### config.mk
export PLATFORM = sky130hd
export DESIGN_NAME = fc_layer_sequencer
export DESIGN_NICKNAME = d
export VERILOG_FILES = /design/src/rtl/fc_layer_sequencer.sv
export SDC_FILE = /design/constraint.sdc
export NUM_CORES = 2
export LEC_CHECK = 0
export CORE_MARGIN = 2
export CORE_UTILIZATION = 40
export CTS_CLUSTER_SIZE = 12
export DETAILED_ROUTE_END_ITERATION = 16
export DONT_BUFFER_PORTS = 1
export PLACE_DENSITY_LB_ADDON = 0.12
export SLEW_MARGIN = 25
export SYNTH_ARGS = -nofsm -noshare
export SYNTH_HDL_FRONTEND = slang
export SYNTH_SLANG_ARGS = --single-unit
### constraint.sdc
create_clock -name clk -period 8.6 [get_ports clk]
set_input_delay 1.72 -clock clk [delete_from_list [all_inputs] [get_ports clk]]
set_output_delay 1.72 -clock clk [all_outputs]
set_load 0.01 [all_outputs]
### src/rtl/fc_layer_sequencer.sv
// Fully-connected layer sequencer: walks the weight ROM row by row against the
// input activation buffer, accumulates signed products per output neuron and
// writes one scaled, optionally rectified, saturated result per row.
//
// state | meaning
// IDLE  | waiting for start, address counters parked at 0
// MAC   | one weight*activation product issued per cycle across a row
// DRAIN | last product folds into the accumulator, row result is latched
// WRITE | y_we strobe for the finished row, accumulator cleared
// DONE  | one-cycle completion pulse back to the inference FSM
module fc_layer_sequencer #(
   parameter int IN_DIM     = 784,
   parameter int OUT_DIM    = 64,
   parameter int W_ADDR_W   = 16,
   parameter int X_ADDR_W   = 10,
   parameter int Y_ADDR_W   = 6,
   parameter int DATA_W     = 32,
   parameter int FRAC_SHIFT = 0,
   parameter int RELU_EN    = 1
) (
   input  logic                       clk,
   input  logic                       reset,
   input  logic                       start,
   output logic [W_ADDR_W-1:0]        w_addr,
   input  logic signed [DATA_W-1:0]   w_data,
   output logic [X_ADDR_W-1:0]        x_addr,
   input  logic signed [DATA_W-1:0]   x_data,
   output logic                       y_we,
   output logic [Y_ADDR_W-1:0]        y_addr,
   output logic signed [DATA_W-1:0]   y_data,
   output logic                       busy,
   output logic                       done
);

   localparam int PW = 2 * DATA_W;
   localparam int AW = 2 * DATA_W + 10;

   localparam logic [2:0] S_IDLE  = 3'd0;
   localparam logic [2:0] S_MAC   = 3'd1;
   localparam logic [2:0] S_DRAIN = 3'd2;
   localparam logic [2:0] S_WRITE = 3'd3;
   localparam logic [2:0] S_DONE  = 3'd4;

   localparam logic [X_ADDR_W-1:0] COL_LOAD = X_ADDR_W'(IN_DIM - 1);
   localparam logic [Y_ADDR_W-1:0] ROW_LAST = Y_ADDR_W'(OUT_DIM - 1);

   logic [2:0]                 state_q, state_d;
   logic [W_ADDR_W-1:0]        w_addr_q;
   logic [X_ADDR_W-1:0]        x_addr_q;
   logic [X_ADDR_W-1:0]        col_left_q;
   logic [Y_ADDR_W-1:0]        row_q;
   logic                       y_we_q;
   logic [Y_ADDR_W-1:0]        y_addr_q;
   logic signed [DATA_W-1:0]   y_data_q, y_data_d;
   logic signed [PW-1:0]       prod_q, prod_d;
   logic                       prod_v_q;
   logic signed [AW-1:0]       acc_q, acc_d;
   logic signed [AW-1:0]       acc_sh, acc_rl;
   logic signed [AW-1:0]       sat_max, sat_min;

   assign w_addr = w_addr_q;
   assign x_addr = x_addr_q;
   assign y_we   = y_we_q;
   assign y_addr = y_addr_q;
   assign y_data = y_data_q;
   assign busy   = (state_q == S_MAC) || (state_q == S_DRAIN) || (state_q == S_WRITE);
   assign done   = (state_q == S_DONE);

   // Operands widened explicitly so the product is a full-precision signed value.
   assign prod_d = $signed({{DATA_W{w_data[DATA_W-1]}}, w_data})
                 * $signed({{DATA_W{x_data[DATA_W-1]}}, x_data});

   // The accumulator runs one cycle behind the product register; acc_d is the
   // value including any pending product, which is what DRAIN latches.
   assign acc_d = prod_v_q ? (acc_q + $signed({{(AW-PW){prod_q[PW-1]}}, prod_q})) : acc_q;

   assign acc_sh  = acc_d >>> FRAC_SHIFT;
   assign acc_rl  = ((RELU_EN != 0) && acc_sh[AW-1]) ? '0 : acc_sh;
   assign sat_max = $signed({{(AW-DATA_W+1){1'b0}}, {(DATA_W-1){1'b1}}});
   assign sat_min = $signed({{(AW-DATA_W+1){1'b1}}, {(DATA_W-1){1'b0}}});

   // Clamp the scaled result into the signed output range.
   always_comb begin
      y_data_d = acc_rl[DATA_W-1:0];
      if (acc_rl > sat_max) begin
         y_data_d = $signed({1'b0, {(DATA_W-1){1'b1}}});
      end else if (acc_rl < sat_min) begin
         y_data_d = $signed({1'b1, {(DATA_W-1){1'b0}}});
      end
   end

   // Next-state decode.
   always_comb begin
      state_d = state_q;
      case (state_q)
         S_IDLE:  if (start) state_d = S_MAC;
         S_MAC:   if (col_left_q == '0) state_d = S_DRAIN;
         S_DRAIN: state_d = S_WRITE;
         S_WRITE: state_d = (row_q == ROW_LAST) ? S_DONE : S_MAC;
         S_DONE:  state_d = S_IDLE;
         default: state_d = S_IDLE;
      endcase
   end

   // State, address counters, product/accumulator pipeline and output registers.
   always_ff @(posedge clk) begin
      if (reset) begin
         state_q    <= S_IDLE;
         w_addr_q   <= '0;
         x_addr_q   <= '0;
         col_left_q <= COL_LOAD;
         row_q      <= '0;
         y_we_q     <= 1'b0;
         y_addr_q   <= '0;
         y_data_q   <= '0;
         prod_q     <= '0;
         prod_v_q   <= 1'b0;
         acc_q      <= '0;
      end else begin
         state_q  <= state_d;
         prod_v_q <= (state_q == S_MAC);
         y_we_q   <= (state_q == S_DRAIN);
         if (state_q == S_MAC) begin
            prod_q <= prod_d;
         end
         acc_q <= (state_q == S_WRITE) ? '0 : acc_d;

         case (state_q)
            S_IDLE: begin
               w_addr_q   <= '0;
               x_addr_q   <= '0;
               row_q      <= '0;
               col_left_q <= COL_LOAD;
            end
            S_MAC: begin
               // w_addr holds on the last column so the next row resumes at +1.
               if (col_left_q == '0) begin
                  x_addr_q <= '0;
               end else begin
                  x_addr_q   <= x_addr_q + 1'b1;
                  w_addr_q   <= w_addr_q + 1'b1;
                  col_left_q <= col_left_q - 1'b1;
               end
            end
            S_DRAIN: begin
               y_addr_q <= row_q;
               y_data_q <= y_data_d;
            end
            S_WRITE: begin
               row_q      <= row_q + 1'b1;
               col_left_q <= COL_LOAD;
               if (row_q != ROW_LAST) begin
                  w_addr_q <= w_addr_q + 1'b1;
               end
            end
            default: begin
            end
         endcase
      end
   end

endmodule
==> metrics.log <==
INFO  metric fin_ws = between 0.06 and 0.07 ns
INFO  metric coreArea = between 100000 and 150000 um2
INFO  metric postSynthNetCount = ~7000
INFO  metric first_global_vias = around 41000
INFO  metric die_w = 356 um
INFO  metric drc = 0
INFO  metric cp.required = between 9 and 10 ns
INFO  metric vert_die_dim = approximately 360 um
INFO  metric grt_pass1_wl = 231000 um
INFO  metric synth.top_cells.by_area = sky130_fd_sc_hd__fa_1 44%, sky130_fd_sc_hd__dfxtp_1 9.0%, sky130_fd_sc_hd__inv_1 7.8%, sky130_fd_sc_hd__ha_1 6.6%, sky130_fd_sc_hd__and2_1 6.6%
INFO  metric worst_case_clock_skew = between 0.015 and 0.02 ns
INFO  metric via_count = approximately 37000
INFO  metric first_iter_violations = between 1500 and 2000
INFO  metric unrepaired_setup_endpoints_after_global_routing = yes
INFO  metric postRouteWirelength = 141000 um
INFO  metric critical_path_peak_fanout = 32
INFO  metric grt_antenna_before_repair = 3
INFO  metric timing.max_cap.violations = 0
INFO  metric design_area = ~53000 um2
INFO  metric timing.critical_path.from_type = input port
INFO  metric yosys_warnings = 0
INFO  metric report.final.hold_viol_count = 0
INFO  metric hp-class = reg -> reg
INFO  metric route.antenna.remaining_nets = 0
INFO  metric report.final.setup_viol = 0
INFO  metric run_status = completed
INFO  metric worst_path_slowest_cell = sky130_fd_sc_hd__fa_1
INFO  metric netlist_top_cells_count = 1083 x sky130_fd_sc_hd__fa_1, 1032 x sky130_fd_sc_hd__inv_1, 776 x sky130_fd_sc_hd__nand2_1
INFO  metric reg2reg_from = prod_q[0]
INFO  metric final_gp_congestion = approximately 0.88
INFO  metric mappedNetlistArea = about 50000 um2
INFO  metric crit_path_end_kind = flop
INFO  metric post-route-period-util = approximately 99%
INFO  metric fmax = 117 MHz
INFO  metric synth-async-reset-ratio = 0%
INFO  metric ios = about 130
INFO  metric timing.hold.worst.start = prod_q[54]
INFO  metric syn_avg_cell_area = around 8.9 um2
INFO  metric worst_path_largest_cell_delay = between 0.5 and 0.6 ns
INFO  metric starting_density = 40.1%
INFO  metric io_buffers = 0
INFO  metric netlist.area_leader.share = 43.8%
INFO  metric worstSetupStartpoint = x_data[7]
INFO  metric clock_insertion_delay_worst_skew = approximately 0.54 ns
INFO  metric dpl_worst_slack = -0.733 ns
INFO  metric final_net_count = slightly below 7000
INFO  metric synth-seq-cells = 223
INFO  metric ctsHtreeMaxLevel = 1
INFO  metric period_minus_slack = between 8 and 9 ns
INFO  metric cts.clk_slew.worst_paths = 0.06 ns
INFO  metric placement_rows = 129
INFO  metric cts-root-to-sink-buffers = 3
INFO  metric vias_per_cell = 5.13
INFO  metric seq_area_frac_synth = under 10%
INFO  metric path_class = in -> reg
INFO  metric grt_overflow = 0
INFO  metric post_synth_num_cell_types = just over 80
INFO  metric tritoncts_num_sinks = about 220
INFO  metric finalMaxSlewViolations = 0
INFO  metric insertedDiodeCount = 0
INFO  metric worstMarginPinSlew = between 0.9 and 1 ns
INFO  metric area_growth_synth_to_finish = 7.70%
INFO  metric place.detailed.hpwl = ~110000 um
INFO  metric cts_root_buffer = sky130_fd_sc_hd__clkbuf_16
INFO  metric synth_enable_flop_cells = 0
INFO  metric placed_cell_area = approximately 52000 um2
INFO  metric arrival = 8.95 ns
INFO  metric synthDominantAreaCellType = sky130_fd_sc_hd__fa_1
INFO  metric first_pass_iters = 5
INFO  metric cts-hold-fix-buffers = 0
INFO  metric global_route.usage.total = between 20% and 30%
INFO  metric dominantRegCellSynth = sky130_fd_sc_hd__dfxtp_1
INFO  metric grt_max_degree = approximately 130
INFO  metric place.detailed.instances = 7123
INFO  metric post_route_cells_drive_above_1_share = 8.01%
INFO  metric worst_rel_slew_slack = between 30% and 40%
INFO  metric finalNonFillerCells = between 7000 and 8000
INFO  metric die_area = 127000 um2
INFO  metric cp_common_cell = sky130_fd_sc_hd__fa_1
INFO  metric routed_wirelength_normalized_by_instance_count = between 15 and 20 um
INFO  metric cts_tree = yes
INFO  metric cts_inserted_buffers = 24
INFO  metric netlist_instances = 5592
INFO  metric post-synth-top-count-cell = sky130_fd_sc_hd__fa_1
## worst max-delay path: cells and delay by family
kind / cells / cell delay [ns]
AO/OA/AOI/OAI: 9 / 1.64
adder cells (fa/ha/maj): 9 / 4.29
buffers and inverters: 7 / 0.39
AND/OR/NAND/NOR: 5 / 0.86
## final cells by class
cell class | count | area, um2
Multi-Input combinational cell | 4031 | 40500
Fill cell | 12500 | 70000
Inverter | 1032 | 3880
Timing Repair Buffer | 214 | 1660
Clock inverter | 5 | 63.8
Sequential cell | 223 | 4470
Tap cell | 1637 | 2050
Clock buffer | 36 | 676
## metal layers
metal	part of all wire [%]	track usage (%)	vias to the layer above	routed length [um]
met4	3.4	6.48	0	4860
met1	41	28.8	19000	57900
met2	52	43.1	709	74100
met5	0	0	-	0
li1	-	-	16900	-
met3	3.2	1.72	180	4510
## logic make-up (layout without fill, tap and decap cells)
| logic type | Yosys count | after routing | share of synthesized area [%] |
|---|---|---|---|
| buffers and inverters | 1338 | 1287 | 10.4 |
| DFF | 223 | 223 | 9.02 |
| AOI/OAI and AO/OA | 692 | 692 | 8.73 |
| and+or+nand+nor | 1793 | 1793 | 17.7 |
| xor gates and xnor gates | 148 | 148 | 2.62 |
| adders and majority gates | 1344 | 1344 | 50.4 |
| muxes | 54 | 54 | 1.17 |
## flip-flops by register name, summed over array words and instances, names as in the netlist
signal      count
acc_q          74
col_left_q     10
y_we            1
row_q           6
y_data         32
y_addr          6
prod_v_q        1
x_addr         10
w_addr         16
state_q         3
prod_q         64
## cells in the final DEF (no fill, tap or decap), drive strengths merged, types with 13 or more instances in the layout
cell,netlist,layout
nor2,200,200
o31a,35,35
clkbuf,284,36
o21a,20,20
o31ai,15,15
a21o,69,69
nand2b,29,29
fa,1083,1083
o21ai,124,124
buf,22,214
xor2,56,56
nand4,46,46
ha,261,261
dfxtp,223,223
a31oi,21,21
nand3,44,44
mux2i,22,22
a211oi,20,20
and3,19,19
mux2,32,32
a21oi,299,299
or2,13,13
o21bai,22,22
inv,1032,1030
xnor2,92,92
nor2b,57,57
or3,17,17
and2,520,520
nand2,778,778
nor3,33,33
## per-stage QoR
stage | util [%] | setup TNS [ns] | hold slack, ns
detailed placement | 42.2 | -11.90 | 0.457
CTS | 42.8 | 0 | 0.466
global route | 43.2 | -1.17 | 0.482
finish | 43.2 | 0 | 0.461
global placement | 42.2 | -11.77 | 0.451
floorplan | - | -0.158 | 0.436
## final timing paths
path,depth (start not counted),endpoint,slack (ns)
setup reg to reg,15,y_data[13],3.26
hold / removal,2,prod_q[54],0.46
hold reg to reg,2,prod_q[54],0.46
setup / recovery,30,prod_q[60],0.07
## timing repair
item                       CTS  global route
pin swaps                    2           105
setup buffers                0            14
setup endpoints to repair    7            24
gates resized for setup      2           112
Power is not shown: default switching activity piles up to over one toggle a cycle in this logic, so the estimate is an artifact.
